## config.mk

```make
export PLATFORM = sky130hd
export DESIGN_NAME = instruction_fetch
export DESIGN_NICKNAME = d
export VERILOG_FILES = /design/src/rtl/instruction_fetch_pkg.sv /design/src/rtl/instruction_fetch_next_pc_calc.sv /design/src/rtl/instruction_fetch.sv
export SDC_FILE = /design/constraint.sdc
export NUM_CORES = 1
export LEC_CHECK = 0
export ABC_CLOCK_PERIOD_IN_PS = 5600
export CAP_MARGIN = 20
export CORE_MARGIN = 1.5
export CORE_UTILIZATION = 40
export CTS_BUF_LIST = sky130_fd_sc_hd__clkbuf_16
export DETAILED_ROUTE_END_ITERATION = 10
export HOLD_SLACK_MARGIN = 0.06
export MAX_ROUTING_LAYER = met4
export PLACE_DENSITY_LB_ADDON = 0.3
export SLEW_MARGIN = 20
export SYNTH_ARGS = -nofsm -noshare
export SYNTH_HDL_FRONTEND = slang
export SYNTH_HIERARCHICAL = 1
export SYNTH_SLANG_ARGS = --single-unit
```

## constraint.sdc

```tcl
create_clock -name clock -period 5.6 [get_ports clock]
set_input_delay 1.12 -clock clock [delete_from_list [all_inputs] [get_ports clock]]
set_output_delay 1.12 -clock clock [all_outputs]
set_load 0.005 [all_outputs]
```

## src/rtl/instruction_fetch_pkg.sv

```systemverilog
// Shared types and defaults for the instruction fetch stage.
package instruction_fetch_pkg;

  localparam int ISA_WIDTH           = 32;
  localparam int IMEM_ADDR_WIDTH_DEF = 14;

  typedef enum logic [1:0] {
    IF_FETCH_REQ  = 2'd0,
    IF_FETCH_WAIT = 2'd1,
    IF_EXEC       = 2'd2
  } if_state_t;

  typedef enum logic [1:0] {
    NPC_SEQ    = 2'd0,
    NPC_BRANCH = 2'd1,
    NPC_JUMP   = 2'd2,
    NPC_JR     = 2'd3
  } next_pc_sel_t;

  // jr beats jmp/jal, which beat a taken branch.
  function automatic next_pc_sel_t select_next_pc(input logic jr,
                                                  input logic jmp,
                                                  input logic jal,
                                                  input logic branch_taken);
    if (jr)
      return NPC_JR;
    else if (jmp || jal)
      return NPC_JUMP;
    else if (branch_taken)
      return NPC_BRANCH;
    else
      return NPC_SEQ;
  endfunction

endpackage

```

## src/rtl/instruction_fetch_next_pc_calc.sv

```systemverilog
// Combinational next-PC selection from the resolved control-flow inputs.
module next_pc_calc
  import instruction_fetch_pkg::*;
(
  input  logic [ISA_WIDTH-1:0] opcplus4,
  input  logic [25:0]          instr_index,
  input  logic [ISA_WIDTH-1:0] imm_ext,
  input  logic [ISA_WIDTH-1:0] reg_rs,
  input  logic                 branch_taken,
  input  logic                 jmp,
  input  logic                 jal,
  input  logic                 jr,
  output logic [ISA_WIDTH-1:0] next_pc
);

  next_pc_sel_t sel;

  always_comb begin
    sel     = select_next_pc(jr, jmp, jal, branch_taken);
    next_pc = opcplus4;
    unique case (sel)
      NPC_JR:     next_pc = reg_rs & ~ISA_WIDTH'(3);
      NPC_JUMP:   next_pc = {opcplus4[31:28], instr_index, 2'b00};
      // A full 32-bit left shift equals {imm_ext[29:0],2'b00}.
      NPC_BRANCH: next_pc = opcplus4 + (imm_ext << 2);
      default:    next_pc = opcplus4;
    endcase
  end

endmodule

```

## src/rtl/instruction_fetch.sv

```systemverilog
// Fetch stage: owns the PC, fetches from the instruction ROM over req/ack,
// holds each instruction for one EXEC cycle, then steps to the next PC.
module instruction_fetch
  import instruction_fetch_pkg::*;
#(
  parameter logic [ISA_WIDTH-1:0] RESET_PC        = 32'h0000_0000,
  parameter int                   IMEM_ADDR_WIDTH = IMEM_ADDR_WIDTH_DEF
) (
  input  logic                       clock,
  input  logic                       reset,
  input  logic                       branch_taken,
  input  logic                       jmp,
  input  logic                       jal,
  input  logic                       jr,
  input  logic [ISA_WIDTH-1:0]       imm_ext,
  input  logic [ISA_WIDTH-1:0]       reg_rs,
  input  logic                       stall,
  output logic                       imem_req,
  output logic [IMEM_ADDR_WIDTH-1:0] imem_addr,
  input  logic [ISA_WIDTH-1:0]       imem_rdata,
  input  logic                       imem_ack,
  output logic [ISA_WIDTH-1:0]       Instruction,
  output logic [ISA_WIDTH-1:0]       opcplus4,
  output logic [ISA_WIDTH-1:0]       pc,
  output logic                       instr_valid
);

  if_state_t            state;
  logic [ISA_WIDTH-1:0] next_pc;

  assign imem_addr = pc[IMEM_ADDR_WIDTH+1:2];

  next_pc_calc u_next_pc_calc (
    .opcplus4     (opcplus4),
    .instr_index  (Instruction[25:0]),
    .imm_ext      (imm_ext),
    .reg_rs       (reg_rs),
    .branch_taken (branch_taken),
    .jmp          (jmp),
    .jal          (jal),
    .jr           (jr),
    .next_pc      (next_pc)
  );

  // imem_req is raised on entry to FETCH_REQ so it is visible during that
  // cycle; after reset one arming cycle raises it before leaving FETCH_REQ.
  always_ff @(posedge clock or negedge reset) begin
    if (!reset) begin
      state       <= IF_FETCH_REQ;
      pc          <= RESET_PC;
      Instruction <= '0;
      opcplus4    <= '0;
      instr_valid <= 1'b0;
      imem_req    <= 1'b0;
    end else begin
      unique case (state)
        IF_FETCH_REQ: begin
          if (imem_req) begin
            imem_req <= 1'b0;
            state    <= IF_FETCH_WAIT;
          end else begin
            imem_req <= 1'b1;
          end
        end
        IF_FETCH_WAIT: begin
          if (imem_ack) begin
            Instruction <= imem_rdata;
            opcplus4    <= pc + ISA_WIDTH'(4);
            instr_valid <= 1'b1;
            state       <= IF_EXEC;
          end
        end
        IF_EXEC: begin
          if (!stall) begin
            pc          <= next_pc;
            instr_valid <= 1'b0;
            imem_req    <= 1'b1;
            state       <= IF_FETCH_REQ;
          end
        end
        default: begin
          imem_req <= 1'b0;
          state    <= IF_FETCH_REQ;
        end
      endcase
    end
  end

endmodule

```

==> results of run 1 <==
==> cells in the mapped netlist (2+ instances only) <==
cell type and instances:
a211oi_1 4, a21boi_0 2, a21o_1 13, a21oi_1 67, a31oi_1 2, and2_1 3
and3_1 12, buf_1 2, buf_2 4, buf_4 14, buf_6 2, clkbuf_1 26
dfrtp_1 100, ha_1 30, inv_1 16, mux2_2 64, mux2i_1 3, nand2_1 80
nand3_1 10, nand4_1 12, nor2_1 43, nor2b_1 2, nor3_1 17, nor4_1 6
nor4_2 3, o2111ai_1 2, o21a_1 2, o21ai_0 64, o21ai_1 11, o21ai_2 2
o21bai_1 5, o221ai_1 4, o22ai_1 18, or2_2 2, or3_1 6, xnor2_1 34
xor2_1 20
==> metal layers <==
layer	part of all wire, %	global-route usage [%]
met2	45	36.39
met4	2.1	8.730
met1	46	32.42
met3	6.4	3.268
met5	0	-
==> placed cells by master (no fill, tap or decap), types with 3 or more instances in the layout <==
cell type        netlist  final
nor2_1                43     42
ha_1                  30     30
a21o_1                13     13
o221ai_1               4      4
clkbuf_16              0      9
buf_4                 14      8
o21ai_1               11     11
xnor2_1               34     34
nand4_1               12     12
o21bai_1               5      5
and2_1                 3      3
mux2i_1                3      3
xor2_1                20     20
nor4_2                 3      3
a211oi_1               4      4
nor3_1                17     17
o21ai_0               64     64
or3_1                  6      6
dfrtp_1              100    100
inv_6                  0      4
nand2_1               80     80
inv_1                 16     16
clkdlybuf4s50_1        0    210
nor4_1                 6      6
o22ai_1               18     18
mux2_2                64     64
a21oi_1               67     67
nand3_1               10     10
and3_1                12     12
==> power groups by stage <==
stage / sequential [mW] / clock, mW / combinational (mW)
after floorplan: 1.41 / 0 / 1.45
after global placement: 1.50 / 0 / 2.53
after detailed placement: 1.51 / 0 / 2.56
after CTS: 1.50 / 0.634 / 2.58
after global routing: 1.55 / 0.659 / 2.80
final: 1.50 / 0.621 / 2.59
==> path summary, 6_finish.rpt <==
| check | endpoint | start | depth (start not counted) |
|---|---|---|---|
| setup reg to reg | pc[30] | opcplus4[2] | 12 |
| hold reg to reg | state[0] | state[1] | 1 |
| min in group asynchronous | opcplus4[30] | reset | 1 |
| max in group asynchronous | Instruction[11] | reset | 2 |
| setup / recovery | pc[30] | imm_ext[0] | 13 |
| hold / removal | state[0] | state[1] | 1 |
==> worst max-delay path, cell delays in order <==
cell	delay [ns]
clkdlybuf4s50_1	0.41
ha_1	0.23
fa_1	0.44
a211oi_1	0.29
nor2_2	0.14
o211ai_2	0.23
o21ai_1	0.15
o311a_1	0.32
o22a_1	0.23
xnor2_1	0.17
o21ai_1	0.08
mux2_2	0.28
mux2_2	0.26
==> logic make-up after synthesis <==
group                    after synthesis  synth area share, %
AO/OA/AOI/OAI                        209                18.23
AND/OR/NAND/NOR                      207                15.04
flip-flops                           100                37.40
multiplexers                          68                11.39
buffers and inverters                 66                4.956
XOR/XNOR                              54                7.069
adder cells (fa/ha/maj)               31                5.910
==> area by class of cell <==
type	instances	area, sq um	share of cell area (%)
multi-input cells	569	3864	42.21
clock buffers	9	225.2	2.461
well taps	220	275.3	3.008
inverters	16	60.06	0.6562
flip-flops and latches	100	2502	27.34
repair buffers	218	2162	23.62
clock inverters	7	63.81	0.6972
==> state kept, by name, summed over array words and instances (netlist names) <==
name / cells
Instruction: 32
opcplus4: 32
pc: 32
state: 2
imem_req: 1
instr_valid: 1
==> through the flow <==
| step | total power [mW] | util, % | instances | area (sq um) |
|---|---|---|---|---|
| finish | 4.702 | 55.59 | 1139 | 9153 |
| global route | 5.010 | 55.59 | 1139 | 9153 |
| CTS | 4.707 | 55.59 | 1139 | 9153 |
| detailed placement | 4.069 | 53.83 | 1123 | 8864 |
| global placement | 4.029 | 53.83 | 1123 | 8864 |
| floorplan | 2.854 | - | 735 | 6690 |
==> key figures, run 1 <==
Setup path
  • CP max FO: 5
  • Worst setup SP type: primary input
  • CP Capture Type: flip-flop
  • Register-to-register setup slack: 2.23 ns
  • Worst Path Required: 5.84 ns
  • Setup CP Type: primary input to flip-flop
  • Crit path DAT: 4.36 ns

CTS
  • Setup repair bufs after CTS: 0
  • Hold Buf Count CTS: 0
  • Clock latency on the worst-skew pair: 0.36 ns
  • CTS clk-pin slew, worst paths: 0.07 ns
  • Post-CTS sizing: 0
  • TritonCTS Buffers: 9
  • CTS H-tree depth: 3
  • Clock sink count: 100
  • CTS Buffer Depth: 2
  • CTS Root Buffer Type: clkbuf_16
  • CTS tree: done

Timing
  • Max-slew headroom: 43.13%
  • Final hold vios: 0
  • F_max: 242.7 MHz
  • Setup TNS: 0 ns
  • Period utilisation layout: 73.58%
  • Hold_ws: 0.5004 ns
  • Slew @ Worst Pin: 0.8510 ns
  • Final worst setup slack: 1.479 ns
  • Fin crit period: 4.121 ns
  • Max Slew Vio Count: 0
  • # setup viols final: 0
  • Clk_skew: 0.007348 ns
  • RSZ-0062 raised after global routing: false

Detailed routing
  • Routed via count: 6,221
  • Routed Antenna Nets: 0
  • DR vias/cell: 5.462
  • DR WL/cell: 18.06 um
  • DRC viols: 0
  • DR iter-0 viols: 339
  • Final wirelength: 20,570 um
  • TritonRoute pass-1 iters: 4

Place
  • IO buf count: 211
  • Setup WS pre-CTS: 1.153 ns
  • Dpl hpwl: 15,280 um
  • Gpl congestion: 0.9056

Global routing
  • Global-route wire length before repair: 31,820 um
  • Largest net degree at the start of global routing: 61
  • GRT Total Usage: 23.85%
  • Antenna violations before repair: 0
  • Vias in the first global route: 5,956
  • Grt ovf: 0

Floorplanning
  • Rows: 47
  • # IOs: 216
  • Core Area: 16,470 sq um
  • Die area: 17,510 sq um
  • Die X: 132.3 um
  • Die H: 132.3 um
  • Initial Util: 40.63%

Synth
  • FFs w/ async S/R, synth: 100.0%
  • Post-synthesis register bit count: 100
  • Synth cell types: 65
  • Sequential area share after synthesis: 37.40%
  • Ys flop type: dfrtp_1
  • EDFF count, synth: 0
  • Synthesized instance count: 735
  • Synth warn: 6
  • Post-synthesis net count: 870
  • Post-synth top area cell: dfrtp_1
  • Yosys top cell area share: 37.40%
  • Avg Inst Size Synth: 9.102 sq um
  • Top post-synthesis cells by area: dfrtp_1 (37%), mux2_2 (11%), ha_1 (5.6%)
  • Mapped Area: 6690 sq um

Power and ir drop
  • Leakage: 3.792 nW
  • Internal power: 2.821 mW
  • Net Sw Frac: 40.00%
  • NetSw: 1.881 mW
  • Power share of the combinational group: 55.0%
  • Power Density: 513.8 nW/um^2
  • Sequential power share: 31.8%
  • Worst VDD drop: 0.2323 mV
  • Clock network power share: 13.2%

Cells and area
  • Antenna Cells: 0
  • NumNets Final: 1,049
  • Fillers: 1,516
  • Share of layout cells above drive strength 1: 11.32%
  • Area grow syn2layout: 36.81%

Outcome
  • Outcome: completed

Min path
  • Worst hold path type: flip-flop to flip-flop

Run
  • MaxCap Viol Count: 0
No activity file was read; power rests on OpenSTA's default activity.
==> run 2: changes to the inputs <==
--- a/config.mk
+++ b/config.mk
@@ -5,7 +5,7 @@
 export SDC_FILE = /design/constraint.sdc
 export NUM_CORES = 1
 export LEC_CHECK = 0
-export ABC_CLOCK_PERIOD_IN_PS = 5600
+export ABC_CLOCK_PERIOD_IN_PS = 3600
 export CAP_MARGIN = 20
 export CORE_MARGIN = 1.5
 export CORE_UTILIZATION = 40
==> constraint.sdc (replaced) <==
create_clock -name clock -period 3.6 [get_ports clock]
set_input_delay 0.72 -clock clock [delete_from_list [all_inputs] [get_ports clock]]
set_output_delay 0.72 -clock clock [all_outputs]
set_load 0.005 [all_outputs]
==> key figures, run 2 (same netlist as run 1, synthesis figures left out) <==
Outcome
  • Outcome: completed (unchanged)

CTS
  • CTS H-tree depth: 3 (unchanged)
  • CTS clk-pin slew, worst paths: 0.07 ns (about the same)
  • Clock sink count: 100 (unchanged)
  • TritonCTS Buffers: 9 (unchanged)
  • CTS Buffer Depth: 2 (unchanged)
  • CTS Root Buffer Type: clkbuf_16 (unchanged)
  • CTS tree: done (unchanged)
  • Hold Buf Count CTS: 0 (unchanged)
  • Clock latency on the worst-skew pair: 0.36 ns (about the same)

Global routing
  • Grt ovf: 0 (unchanged)
  • Vias in the first global route: 6,257 (was 5,956)
  • GRT Total Usage: 25.21% (was 23.85%)
  • Global-route wire length before repair: 33,640 um (was 31,820 um)
  • Antenna violations before repair: 0 (unchanged)
  • Largest net degree at the start of global routing: 96 (was 61)
  • GR Util met1: 34.82% (was 32.42%)
  • GR peak layer: met2 (unchanged)
  • Met2 Use GR: 37.38% (was 36.39%)
  • Met3 Use GR: 4.767% (was 3.268%)

Power and ir drop
  • Worst VDD drop: 0.4450 mV (was 0.2323 mV)
  • Total power: 7.702 mW (was 4.702 mW)
  • Power Density: 810.0 nW/um^2 (was 513.8 nW/um^2)
  • Leakage: 3.997 nW (was 3.792 nW)

Cells and area
  • Top Registers: Instruction x32, opcplus4 x32, pc x32 (unchanged)
  • Leading cell types in the layout, fill and taps excluded: clkdlybuf4s50_1 (210), dfrtp_1 (100), nand2_1 (80) (unchanged)
  • Final Core Density: 57.75% (was 55.59%)
  • Commonest non-fill, non-tap cell in the layout: clkdlybuf4s50_1 (unchanged)
  • Share of layout cells above drive strength 1: 15.15% (was 11.32%)
  • NumNets Final: 1,087 (was 1,049)
  • Antenna Cells: 0 (unchanged)
  • Final cell count without fillers: 1,177 (was 1,139)
  • Design area: 9509 sq um (was 9153 sq um)
  • Area grow syn2layout: 42.14% (was 36.81%)

Place
  • Number of cells after detailed placement: 1,161 (was 1,123)
  • Gpl congestion: 0.9160 (was 0.9056)
  • Dpl cell area: 9174 sq um (was 8864 sq um)
  • IO buf count: 211 (unchanged)
  • Setup WS pre-CTS: -0.3274 ns (was 1.153 ns)
  • Dpl hpwl: 16,140 um (was 15,280 um)

Timing
  • Hold_ws: 0.3663 ns (was 0.5004 ns)
  • # setup viols final: 0 (unchanged)
  • Final hold vios: 0 (unchanged)
  • Fin crit period: 3.445 ns
  • Setup TNS: 0 ns (unchanged)
  • Max Slew Vio Count: 0 (unchanged)
  • Max-slew headroom: 57.70% (was 43.13%)
  • F_max: 290.3 MHz
  • Clk_skew: 0.006289 ns (was 0.007348 ns)
  • Final worst setup slack: 0.1547 ns (was 1.479 ns)
  • RSZ-0062 raised after global routing: false (unchanged)
  • Period utilisation layout: 95.70%
  • Slew @ Worst Pin: 0.6345 ns (was 0.8510 ns)

Min path
  • Worst hold path type: primary input to async pin (was flip-flop to flip-flop)

Setup path
  • Worst setup SP type: primary input (unchanged)
  • CP max FO: 3 (was 5)
  • Setup CP Type: primary input to flip-flop (unchanged)
  • Worst Path Required: 3.85 ns (was 5.84 ns)
  • CP Capture Type: flip-flop (unchanged)
  • Crit path DAT: 3.69 ns (was 4.36 ns)

Detailed routing
  • Routed via count: 6,395 (was 6,221)
  • Routed Antenna Nets: 0 (unchanged)
  • Final wirelength: 21,150 um (was 20,570 um)
  • DR vias/cell: 5.433 (was 5.462)
  • TritonRoute pass-1 iters: 4 (unchanged)
  • DRC viols: 0 (unchanged)
  • DR iter-0 viols: 349 (was 339)
  • DR WL/cell: 17.97 um (was 18.06 um)

Floorplanning
  • Initial Util: 40.63% (unchanged)
  • # IOs: 216 (unchanged)
  • Rows: 47 (unchanged)
  • Die area: 17,510 sq um (unchanged)
  • Core Area: 16,470 sq um (unchanged)
  • Die H: 132.3 um (unchanged)
  • Die X: 132.3 um (unchanged)

Run
  • MaxCap Viol Count: 0 (unchanged)
[run 2: what timing repair did]
action                     CTS  global route
gates resized for setup      0             4
setup endpoints to repair    0             4
buffers inserted             0             0
[run 2: final timing paths]
| kind | from | endpoint | slack (ns) | cells past startpoint |
|---|---|---|---|---|
| hold reg to reg | Instruction[31] | Instruction[31] | 0.51 | 1 |
| setup reg to reg | opcplus4[2] | pc[30] | 0.52 | 12 |
| hold / removal | reset | opcplus4[30] | 0.37 | 1 |
| max in group asynchronous | reset | pc[5] | 2.48 | 2 |
| setup / recovery | imm_ext[0] | pc[30] | 0.15 | 13 |
| min in group clock | Instruction[31] | Instruction[31] | 0.51 | 1 |
[run 2: per-layer routing]
layer | wire length, um | vias up
met5 | 0 | -
met3 | 1487 | 42
met2 | 9427 | 226
met1 | 9756 | 3044
li1 | - | 3083
met4 | 480 | 0
[run 2: report_power, final]
group,switching (mW),leakage (nW),internal [mW]
Sequential,0.699,1.22,1.65
Clock,0.454,0.153,0.607
Combinational,1.83,2.62,2.46
Total,2.98,4.00,4.72
[run 2: layout make-up]
type	instances	area [sq um]
fillers	1475	6957
repair buffers	256	2472
well taps	220	275.3
flip-flops and latches	100	2502
clock inverters	7	90.09
clock buffers	9	225.2
inverters	16	60.06
multi-input cells	569	3884
[run 2: worst max-delay path: stages]
cell and delay [ns]:
clkdlybuf4s50_1 0.40, ha_1 0.22, fa_2 0.37, a211oi_2 0.24
nor2_2 0.11, o211ai_2 0.20, o21ai_1 0.14, o311a_1 0.33
o22a_1 0.22, xnor2_1 0.15, o21ai_1 0.07, mux2_2 0.25
mux2_2 0.26
